$ cat config.mk
export PLATFORM = sky130hd
export DESIGN_NAME = memory_stage
export DESIGN_NICKNAME = d
export VERILOG_FILES = /design/src/rtl/memory_stage.sv
export SDC_FILE = /design/constraint.sdc
export NUM_CORES = 1
export LEC_CHECK = 0
export ABC_AREA = 1
export BUFFER_PORTS_ARGS = -buffer_cell sky130_fd_sc_hd__buf_2
export CAP_MARGIN = 20
export CORE_MARGIN = 3
export CORE_UTILIZATION = 55
export CTS_CLUSTER_SIZE = 14
export DETAILED_ROUTE_END_ITERATION = 8
export PLACE_DENSITY = 0.92
export SYNTH_ARGS = -nofsm -noshare
export SYNTH_HDL_FRONTEND = slang
export SYNTH_SLANG_ARGS = --single-unit
$ cat constraint.sdc
create_clock -name clock -period 10.2 [get_ports clock]
set_clock_uncertainty 0.2 [all_clocks]
set_input_delay 0.51 -clock clock [delete_from_list [all_inputs] [get_ports clock]]
set_output_delay 0.51 -clock clock [all_outputs]
set_load 0.01 [all_outputs]
$ cat src/rtl/memory_stage.sv
// MEM stage: issues loads/stores to data memory and registers the MEM/WB bundle.
// Optional MEM_WAIT_STATE_EN: WAIT completes only on memAck (otherwise fixed one-cycle memory).
module memory_stage (
    input  logic        clock,
    input  logic        reset,
    input  logic        in_valid,
    output logic        in_ready,
    input  logic [19:0] instruction_In,
    input  logic [19:0] aluResult_In,
    input  logic [19:0] dataRFOut1_In,
    input  logic [19:0] dataRFOut2_In,
    input  logic [3:0]  address_In,
    output logic        memReq,
    output logic        memWe,
    output logic [7:0]  memAddr,
    output logic [19:0] memWriteData,
    input  logic        memAck,
    input  logic [19:0] memReadData_In,
    output logic [19:0] instruction,
    output logic [19:0] dataRFOut1,
    output logic [19:0] dataRFOut2,
    output logic [19:0] aluRESULTout,
    output logic [19:0] memoryReadData,
    output logic [3:0]  address,
    output logic        out_valid
);

    localparam logic [0:0]  IDLE   = 1'b0;
    localparam logic [0:0]  WAIT   = 1'b1;
    localparam logic [19:0] BUBBLE = 20'hC0000;

    function automatic logic isStoreOp(input logic [3:0] op);
        return (op == 4'b1100);
    endfunction

    function automatic logic isLoadOp(input logic [3:0] op);
        return (op == 4'b1101) || (op == 4'b1111);
    endfunction

    logic [0:0]  state_r;
    logic [0:0]  stateNext_s;
    logic        acceptMem_s;
    logic        acceptAlu_s;
    logic        complete_s;
    logic        waitDone_s;
    logic        inIsMem_s;
    logic [19:0] latInstr_r;
    logic [19:0] latAlu_r;
    logic [19:0] latRf1_r;
    logic [19:0] latRf2_r;
    logic [3:0]  latAddr_r;

    assign inIsMem_s = isStoreOp(instruction_In[19:16]) || isLoadOp(instruction_In[19:16]);
    assign in_ready  = (state_r == IDLE) && !reset;

`ifdef MEM_WAIT_STATE_EN
    assign waitDone_s = memAck;
`else
    // Fixed single-cycle memory: the ack is deliberately not allowed to gate completion.
    assign waitDone_s = memAck | 1'b1;
`endif

    // Next-state and transfer decode
    always_comb begin
        stateNext_s = state_r;
        acceptMem_s = 1'b0;
        acceptAlu_s = 1'b0;
        complete_s  = 1'b0;
        case (state_r)
            IDLE: begin
                if (in_valid) begin
                    if (inIsMem_s) begin
                        acceptMem_s = 1'b1;
                        stateNext_s = WAIT;
                    end else begin
                        acceptAlu_s = 1'b1;
                        stateNext_s = IDLE;
                    end
                end else begin
                    stateNext_s = IDLE;
                end
            end
            WAIT: begin
                if (waitDone_s) begin
                    complete_s  = 1'b1;
                    stateNext_s = IDLE;
                end else begin
                    stateNext_s = WAIT;
                end
            end
            default: begin
                stateNext_s = IDLE;
            end
        endcase
    end

    // State register
    always_ff @(posedge clock or posedge reset) begin
        if (reset) begin
            state_r <= IDLE;
        end else begin
            state_r <= stateNext_s;
        end
    end

    // Capture of the execute bundle for an in-flight memory operation
    always_ff @(posedge clock or posedge reset) begin
        if (reset) begin
            latInstr_r <= 20'h00000;
            latAlu_r   <= 20'h00000;
            latRf1_r   <= 20'h00000;
            latRf2_r   <= 20'h00000;
            latAddr_r  <= 4'h0;
        end else if (acceptMem_s) begin
            latInstr_r <= instruction_In;
            latAlu_r   <= aluResult_In;
            latRf1_r   <= dataRFOut1_In;
            latRf2_r   <= dataRFOut2_In;
            latAddr_r  <= address_In;
        end
    end

    // Data-memory request port; address/data hold their last values when idle
    always_ff @(posedge clock or posedge reset) begin
        if (reset) begin
            memReq       <= 1'b0;
            memWe        <= 1'b0;
            memAddr      <= 8'h00;
            memWriteData <= 20'h00000;
        end else if (acceptMem_s) begin
            memReq       <= 1'b1;
            memWe        <= isStoreOp(instruction_In[19:16]);
            memAddr      <= aluResult_In[7:0];
            memWriteData <= dataRFOut2_In;
        end else if (complete_s) begin
            memReq <= 1'b0;
            memWe  <= 1'b0;
        end
    end

    // MEM/WB registers; a bubble instruction is presented whenever nothing retires
    always_ff @(posedge clock or posedge reset) begin
        if (reset) begin
            instruction    <= BUBBLE;
            dataRFOut1     <= 20'h00000;
            dataRFOut2     <= 20'h00000;
            aluRESULTout   <= 20'h00000;
            memoryReadData <= 20'h00000;
            address        <= 4'h0;
            out_valid      <= 1'b0;
        end else if (acceptAlu_s) begin
            instruction    <= instruction_In;
            dataRFOut1     <= dataRFOut1_In;
            dataRFOut2     <= dataRFOut2_In;
            aluRESULTout   <= aluResult_In;
            memoryReadData <= 20'h00000;
            address        <= address_In;
            out_valid      <= 1'b1;
        end else if (complete_s) begin
            instruction    <= latInstr_r;
            dataRFOut1     <= latRf1_r;
            dataRFOut2     <= latRf2_r;
            aluRESULTout   <= latAlu_r;
            memoryReadData <= isLoadOp(latInstr_r[19:16]) ? memReadData_In : 20'h00000;
            address        <= latAddr_r;
            out_valid      <= 1'b1;
        end else begin
            instruction <= BUBBLE;
            out_valid   <= 1'b0;
        end
    end

endmodule

==> results.cfg, run 1 <==
[floorplanning]
die-width_um = 129
die_area_um2 = 16600
die_h_um = 129
coreArea_um2 = 14600
rows = 44
ios = 244
initial_core_util_pct = 56.6

[clocking]
cts_buffers = 17
cts_setup_buffers = 0
htree_levels = 4
post_cts_resized = 0
clk_pin_slew_ns = 0.07
cts_buffer_depth = 2
cts_tree = built
ctsHoldBuffers = 0
clock-sinks = 192
worstSkewPairLatency_ns = 0.42
cts_root_buf = clkbuf_16

[sta]
fmax_ghz = 0.343
fin_tns_setup_ns = 0
rsz0062_at_grt = false
hold_viol_final = 0
drv_slew = 0
finalCritPeriodShare_pct = 28.6
layout_min_cycle_time_ns = 2.92
worst_pin_slew_ns = 1.06
maxSlewHeadroom_pct = 29.1
setup_viol_count_final = 0

[worst_setup_path]
path_cells = buf_2 -> inv_2 -> nand2_1 -> nand2_2 -> buf_4 -> nor2_4 -> buf_4 -> nand3_1 -> nand2_1
cp-end-kind = flop
crit_type = input pin to flop
crit_slowest_cell = buf_4
crit_fanout = 84
ff2ff_path_depth = 4
rrSetupSlack_ns = 7.53
cp_slowest_stage_delay_ns = 0.78
critPathRequiredTime_ns = 10.36
crit_path_start = instruction_In[16]
worst_r2r_endpoint = aluRESULTout[8]$_DFFE_PP0P_
r2r-start = state_r$_DFF_PP0_
arrival_ns = 3.08
critPathLaunchType = input pin

[global_route]
antenna_found_initial = 0
grt_usage_pct = 26.6
use_met2_pct = 44.3
grt_max_degree = 111
grtUsageMet3_pct = 6.77
grt_use_met1_pct = 34.0
grt_pass1_wl_mm = 35.2
first_global_vias = 7086
grt.busiest_layer = met2
overflow = 0

[logic_synthesis]
synth_nets = 1040
syn-cell-area_um2 = 8290
async_reset_ff_share_pct = 100
ys_ff_latch = 192
netlist_top_cells_area = dfrtp_1 57%, nand3_1 15%, nand2_1 13%, nand4_1 4.9%, buf_2 2.2%
synth_cell_types = 18
synthCells = 932
synth_common_cells = 276 x nand2_1, 253 x nand3_1, 190 x dfrtp_1
synth_ff_type = dfrtp_1
yosysSeqAreaShare_pct = 58.0
synth_area_per_cell_um2 = 8.89
yosysTopAreaCell = dfrtp_1
synth.yosys.warnings = 0
yosysMostFrequentCell = nand2_1
synth_edf_count = 0
synth_top_area_share_pct = 57.4

[route]
vias = 7548
drt_iter0_markers = 669
drc_errors = 0
wl_mm = 22.2
antenna_left = 0
vias_per_cell = 5.78
drtPass1Iterations = 5
wire_per_inst_um = 17.0

[final_layout]
layout-drive-gt1-share_pct = 26.1
seqCellArea_um2 = 4810
fillers = 1138
area_growth_pct = 19.0
diodes = 0
fin_area_um2 = 9860
multi_input_area_um2 = 2870
nets = 1218

[outcome]
status = completed

[pwr]
p_leak_nw = 5.41
cellPowerDensity_nw_per_um2 = 190
vdd_drop_max_v = 0.000109

[place]
dpl_cell_area_um2 = 9300
globalplace.congestion = 0.811
port_buffers = 242
hpwl_mm = 13.2

[hold_path]
hp-class = input pin to async pin

[job]
maxCapViolCount = 0
==> logic make-up after synthesis <==
| family | synth area share [%] |
|---|---|
| AO/OA/AOI/OAI | 1.18 |
| buffers and inverters | 7.49 |
| flip-flops | 58.0 |
| AND/OR/NAND/NOR | 33.3 |
==> final cells by class <==
type / count / area share (%)
multi-input combinational: 622 / 29.1
sequential: 192 / 48.8
timing repair buffer: 250 / 12.9
clock buffer: 22 / 4.91
tap: 184 / 2.33
clock inverter: 9 / 0.837
inverter: 27 / 1.15
==> power by group <==
group / switching [mW] / total [mW] / internal [mW]
Sequential: 0.0622 / 0.928 / 0.866
Combinational: 0.189 / 0.303 / 0.115
Clock: 0.280 / 0.641 / 0.361
==> placed cells by master, fill, tap and decap left out, types with 2 or more instances in the layout <==
| cell type | n |
|---|---|
| clkbuf_16 | 17 |
| nand2_1 | 275 |
| buf_4 | 8 |
| buf_2 | 242 |
| dfrtp_1 | 189 |
| inv_6 | 2 |
| inv_2 | 3 |
| inv_1 | 22 |
| clkinv_2 | 4 |
| nand4_1 | 65 |
| dfstp_2 | 2 |
| clkbuf_8 | 4 |
| clkinvlp_4 | 2 |
| nand2_4 | 2 |
| nor2_1 | 5 |
| o21ai_0 | 18 |
| nand3_1 | 253 |
==> metrics by stage <==
| step | setup WS, ns | std cells | power [mW] | util (%) | hold slack, ns |
|---|---|---|---|---|---|
| 2_1_floorplan | 4.27 | 932 | 1.12 | - | 0.234 |
| 5_1_grt | 7.13 | 1306 | 1.96 | 67.4 | 0.0890 |
| 3_3_place_gp | 7.02 | 1275 | 1.23 | 63.5 | 0.248 |
| 6_report | 7.28 | 1306 | 1.87 | 67.4 | 0.0243 |
| 3_5_place_dp | 6.95 | 1275 | 1.24 | 63.5 | 0.258 |
| 4_1_cts | 7.33 | 1306 | 1.88 | 67.4 | 0.0553 |
==> metal layers <==
metal	up-vias	share of wire [%]
met5	-	0
met4	0	2.2
met3	49	8.3
met2	391	50
met1	3634	40
li1	3474	-
==> worst max-delay path: cells and delay by family <==
family                 cells  cell delay [ns]
buffers and inverters      4             1.43
and+or+nand+nor            5             1.07
==> state kept, by name, indices dropped and copies added, names as in the netlist <==
| signal | count |
|---|---|
| memoryReadData | 20 |
| memReq | 1 |
| state_r | 1 |
| latAddr_r | 4 |
| address | 4 |
| latInstr_r | 20 |
| aluRESULTout | 20 |
| memWriteData | 20 |
| dataRFOut2 | 20 |
| instruction | 20 |
| dataRFOut1 | 20 |
| out_valid | 1 |
| latRf1_r | 20 |
| latAlu_r | 20 |
| memWe | 1 |
==> worst max-delay path by stage <==
stage                                     endpoint  depth (start not counted)
final                     latRf1_r[13]$_DFFE_PP0P_                          9
after global routing       latRf1_r[4]$_DFFE_PP0P_                          9
after CTS                 latAlu_r[11]$_DFFE_PP0P_                          9
after detailed placement  latAlu_r[18]$_DFFE_PP0P_                          9
after global placement     latRf1_r[5]$_DFFE_PP0P_                          9
after floorplan             address[0]$_DFFE_PP0P_                          1
(Power assumes the default switching activity.)
==> run 2, diff against run 1 <==
- ABC_AREA: 1 -> 0
- CORE_UTILIZATION: 55 -> 47
- PLACE_DENSITY: 0.92 -> 0.84
- clock period: 10.2 -> 2.4 ns (I/O delays scaled with it)
==> results.cfg, run 2 <==
[logic_synthesis]
yosysMostFrequentCell = dfrtp_1
yosysSeqAreaShare_pct = 56.3
synth_cell_types = 33
async_reset_ff_share_pct = 100
syn-cell-area_um2 = 8550
synthCells = 709
synth_top_area_share_pct = 55.6
synth_ff_type = dfrtp_1
synth.yosys.warnings = 0
ys_ff_latch = 192
synth_edf_count = 0
synth_area_per_cell_um2 = 12.1
yosysTopAreaCell = dfrtp_1
synth_nets = 817
synth_common_cells = 190 x dfrtp_1, 65 x nand3_1, 64 x nand4_1
netlist_top_cells_area = dfrtp_1 56%, mux2_1 6.2%, o2111ai_1 6.1%, mux2_2 4.7%, nand4_1 4.7%

[floorplanning]
ios = 244
rows = 48
die-width_um = 141
die_h_um = 141
die_area_um2 = 19800
initial_core_util_pct = 48.7
coreArea_um2 = 17500

[pwr]
p_leak_nw = 5.35
vdd_drop_max_v = 0.000592
cellPowerDensity_nw_per_um2 = 755

[hold_path]
hp-class = input pin to async pin

[worst_setup_path]
crit_type = flop to flop
ff2ff_path_depth = 5
rrSetupSlack_ns = 0.18
worst_r2r_endpoint = memoryReadData[9]$_DFFE_PP0P_
arrival_ns = 2.37
crit_slowest_cell = buf_4
worst_path_most_repeated_cell = buf_4
path_cells = buf_4 -> nand2_1 -> nor3_2 -> buf_4 -> a32o_1
cpLargestDelayFamily = buffers and inverters
critPathRequiredTime_ns = 2.56
path_depth = 5
cp_slowest_stage_delay_ns = 0.65
critPathLaunchType = flop
r2r-start = state_r$_DFF_PP0_
critPathBufInv = 2
cp-end-kind = flop
crit_fanout = 71

[sta]
maxSlewHeadroom_pct = 42.1
finalCritPeriodShare_pct = 92.4
layout_setup_ws_ns = 0.182
drv_slew = 0
setup_viol_count_final = 0
fmax_ghz = 0.451
rsz0062_at_grt = false
worst_pin_slew_ns = 0.869
hold_viol_final = 0
layout_min_cycle_time_ns = 2.22

[global_route]
grt_max_degree = 72
grt_usage_pct = 26.5
overflow = 0
grt_pass1_wl_mm = 42.5
first_global_vias = 8039
antenna_found_initial = 0

[final_layout]
fin_area_um2 = 11600
layout-drive-gt1-share_pct = 34.2
fillers = 1266
diodes = 0
nets = 1124
final_cell_mix = 242 x buf_2, 189 x dfrtp_1, 107 x dlygate4sd3_1
final_cells = 1254
layout.cells.most_common = buf_2
area_growth_pct = 35.7

[place]
globalplace.congestion = 0.780
dp_slack_ns = 0.215
hpwl_mm = 15.6
numPlacedInstances = 1114
dpl_cell_area_um2 = 9930
port_buffers = 242

[route]
wire_per_inst_um = 21.2
vias = 7880
wl_mm = 26.6
drc_errors = 0
drtPass1Iterations = 5
vias_per_cell = 6.28
antenna_left = 0
drt_iter0_markers = 774

[job]
maxCapViolCount = 0

[outcome]
status = completed

[clocking]
cts_buffers = 17
worstSkewPairLatency_ns = 0.42
cts_root_buf = clkbuf_16
post_cts_resized = 0
clk_pin_slew_ns = 0.07
cts_tree = built
clock-sinks = 192
cts_buffer_depth = 2
htree_levels = 4
-- run 2: per-stage QoR --
step / TNS, ns / power, mW / hold WS [ns] / utilization [%]
2_1_floorplan: -75.01 / 5.09 / 0.0484 / -
3_3_place_gp: 0 / 5.71 / 0.0582 / 56.6
3_5_place_dp: 0 / 5.79 / 0.0571 / 56.6
4_1_cts: 0 / 8.74 / 0.168 / 66.0
5_1_grt: 0 / 9.15 / 0.195 / 66.1
6_report: 0 / 8.75 / 0.164 / 66.1
-- run 2: repair_timing --
item	in CTS	in global routing
hold endpoints to repair	206	0
setup buffers	0	0
hold buffers	107	0
endpoints found under the setup margin	0	0
-- run 2: cells by family after synthesis --
| group | share of synthesized area (%) |
|---|---|
| compound gates | 16.0 |
| flops | 56.3 |
| buf+inv | 5.29 |
| simple gates | 11.5 |
| mux | 10.9 |
-- run 2: area by class of cell --
cell class | instances | area [um2] | area share, %
multi-input cells | 422 | 3310 | 28.6
flip-flops and latches | 192 | 4810 | 41.5
well taps | 225 | 282 | 2.43
clock inverters | 12 | 133 | 1.14
clock buffers | 20 | 437 | 3.76
repair buffers | 379 | 2600 | 22.4
inverters | 4 | 21.3 | 0.183
-- run 2: metal layers --
metal / vias to the layer above / wire length, um / GRT usage [%]
li1: 3393 / - / -
met1: 3909 / 10300 / 33.8
met2: 499 / 13200 / 43.3
met3: 79 / 2210 / 6.17
met4: 0 / 860 / 11.6
met5: - / 0 / 0
-- run 2: where the power goes --
part           switching, mW  total, mW  leakage [nW]  internal, mW
Sequential             0.361       4.14          2.36          3.78
Combinational          0.933       1.79          2.72         0.859
Clock                   1.28       2.82         0.271          1.54
-- run 2: worst max path at each step --
stage,to,start,slack [ns]
3_3_place_gp,memoryReadData[13]$_DFFE_PP0P_,state_r$_DFF_PP0_,0.26
4_1_cts,memoryReadData[8]$_DFFE_PP0P_,state_r$_DFF_PP0_,0.19
3_5_place_dp,memoryReadData[8]$_DFFE_PP0P_,state_r$_DFF_PP0_,0.21
2_1_floorplan,address[0]$_DFFE_PP0P_,reset,-0.39
5_1_grt,memoryReadData[9]$_DFFE_PP0P_,state_r$_DFF_PP0_,0.02
6_report,memoryReadData[9]$_DFFE_PP0P_,state_r$_DFF_PP0_,0.18
-- run 2: worst register-to-register path, delay by kind of cell (launching register included) --
kind | cells | cell delay (ns)
flip-flops | 1 | 0.44
AND/OR/NAND/NOR | 2 | 0.40
buffers and inverters | 2 | 0.94
AO/OA/AOI/OAI | 1 | 0.19
==> run 3, diff against run 2 <==
- CORE_MARGIN: 3 -> 8
==> results.cfg, run 3 (synthesized netlist as in run 2, its figures left out) <==
[worst_setup_path]
cpLargestDelayFamily = buffers and inverters
path_cells = buf_12 -> buf_4 -> nor2_1 -> buf_2
cp_slowest_stage_delay_ns = 0.45
arrival_ns = 1.88
cp-end-kind = primary output
crit_slowest_cell = dfrtp_4
crit_type = flop to primary output
critPathLaunchType = flop
critPathBufInv = 3
crit_fanout = 74
critPathRequiredTime_ns = 2.08

[global_route]
grt_usage_pct = 23.8
overflow = 0
antenna_found_initial = 0
grt_max_degree = 91
first_global_vias = 8074
grt_pass1_wl_mm = 43.3

[sta]
finalCritPeriodShare_pct = 91.7
drv_slew = 0
setup_viol_count_final = 0
layout_min_cycle_time_ns = 2.20
hold_slack_ns = 0.0229
layout_setup_ws_ns = 0.199
maxSlewHeadroom_pct = 53.9
worst_pin_slew_ns = 0.690
rsz0062_at_grt = false
fmax_ghz = 0.454
hold_viol_final = 0

[route]
wire_per_inst_um = 21.7
vias = 7713
antenna_left = 0
drt_iter0_markers = 593
drtPass1Iterations = 5
vias_per_cell = 6.17
drc_errors = 0
wl_mm = 27.2

[final_layout]
fillers = 1315
diodes = 0
final_cells = 1251
final_cell_mix = 242 x buf_2, 189 x dfrtp_1, 106 x dlygate4sd3_1
layout-drive-gt1-share_pct = 34.1
nets = 1117
area_growth_pct = 36.1
layout.cells.most_common = buf_2

[place]
globalplace.congestion = 0.765
port_buffers = 242
numPlacedInstances = 1112
dp_slack_ns = 0.347
hpwl_mm = 16.3

[pwr]
p_leak_nw = 5.37
vdd_drop_max_v = 0.000534
cellPowerDensity_nw_per_um2 = 775
power_mw = 9.02

[outcome]
status = completed

[floorplanning]
ios = 244
die_area_um2 = 22800
coreArea_um2 = 17900
rows = 49
die_h_um = 151
die-width_um = 151
initial_core_util_pct = 47.7

[clocking]
cts_setup_buffers = 0
clk_pin_slew_ns = 0.07
cts_root_buf = clkbuf_16
htree_levels = 4
cts_buffer_depth = 2
cts_tree = built
post_cts_resized = 0
clock-sinks = 192
worstSkewPairLatency_ns = 0.43
cts_buffers = 17

[hold_path]
hp-class = input pin to async pin

[job]
maxCapViolCount = 0
==> run 3: report_power, final <==
| part | total [mW] | internal (mW) | switching [mW] |
|---|---|---|---|
| clock | 3.09 | 1.80 | 1.29 |
| sequential | 4.14 | 3.78 | 0.365 |
| combinational | 1.78 | 0.853 | 0.931 |
==> run 3: area by class of cell <==
| type | count | area (um2) | share of cell area, % |
|---|---|---|---|
| Timing Repair Buffer | 372 | 2560 | 22.0 |
| Multi-Input combinational cell | 422 | 3310 | 28.5 |
| Sequential cell | 192 | 4810 | 41.4 |
| Tap cell | 229 | 287 | 2.46 |
| Clock inverter | 14 | 199 | 1.71 |
| Inverter | 4 | 21.3 | 0.183 |
| Clock buffer | 18 | 439 | 3.78 |
==> run 3: worst register-to-register path: cells and delay by family, from the launching register on <==
family / cells / cell delay, ns
buffers and inverters: 1 / 0.33
muxes: 1 / 0.41
and+or+nand+nor: 2 / 0.51
DFF: 1 / 0.51
==> run 3: worst paths after layout <==
kind | from | to | slack, ns | depth (start not counted)
worst min register to register | latInstr_r[18]$_DFFE_PP0P_ | latInstr_r[18]$_DFFE_PP0P_ | 0.27 | 1
max in group asynchronous | reset | dataRFOut2[3]$_DFFE_PP0P_ | 1.21 | 4
worst min-delay path | reset | instruction[12]$_DFF_PP0_ | 0.02 | 3
worst max-delay path | state_r$_DFF_PP0_ | in_ready | 0.20 | 4
min in group clock | memReadData_In[9] | memoryReadData[9]$_DFFE_PP0P_ | 0.25 | 3
worst max register to register | state_r$_DFF_PP0_ | latInstr_r[11]$_DFFE_PP0P_ | 0.34 | 4
==> run 3: per-stage QoR <==
step           TNS, ns  instance area, um2  utilization [%]
4_1_cts              0               11600             64.8
3_3_place_gp         0                9900             55.3
5_1_grt              0               11600             65.0
2_1_floorplan   -75.01                8550                -
6_report             0               11600             65.0
3_5_place_dp         0                9900             55.3
==> run 3: timing repair <==
item,CTS,global route
endpoints found under the setup margin,0,0
hold endpoints to repair,377,0
hold buffers,106,0
==> run 3: per-layer routing <==
| layer | wire [um] | vias to the layer above | share of wire [%] | global-route usage, % |
|---|---|---|---|---|
| met4 | 855 | 0 | 3.1 | 10.1 |
| met3 | 2220 | 71 | 8.1 | 5.26 |
| met2 | 13600 | 403 | 50 | 39.6 |
| li1 | - | 3375 | - | - |
| met5 | 0 | - | 0 | 0 |
| met1 | 10600 | 3864 | 39 | 29.5 |
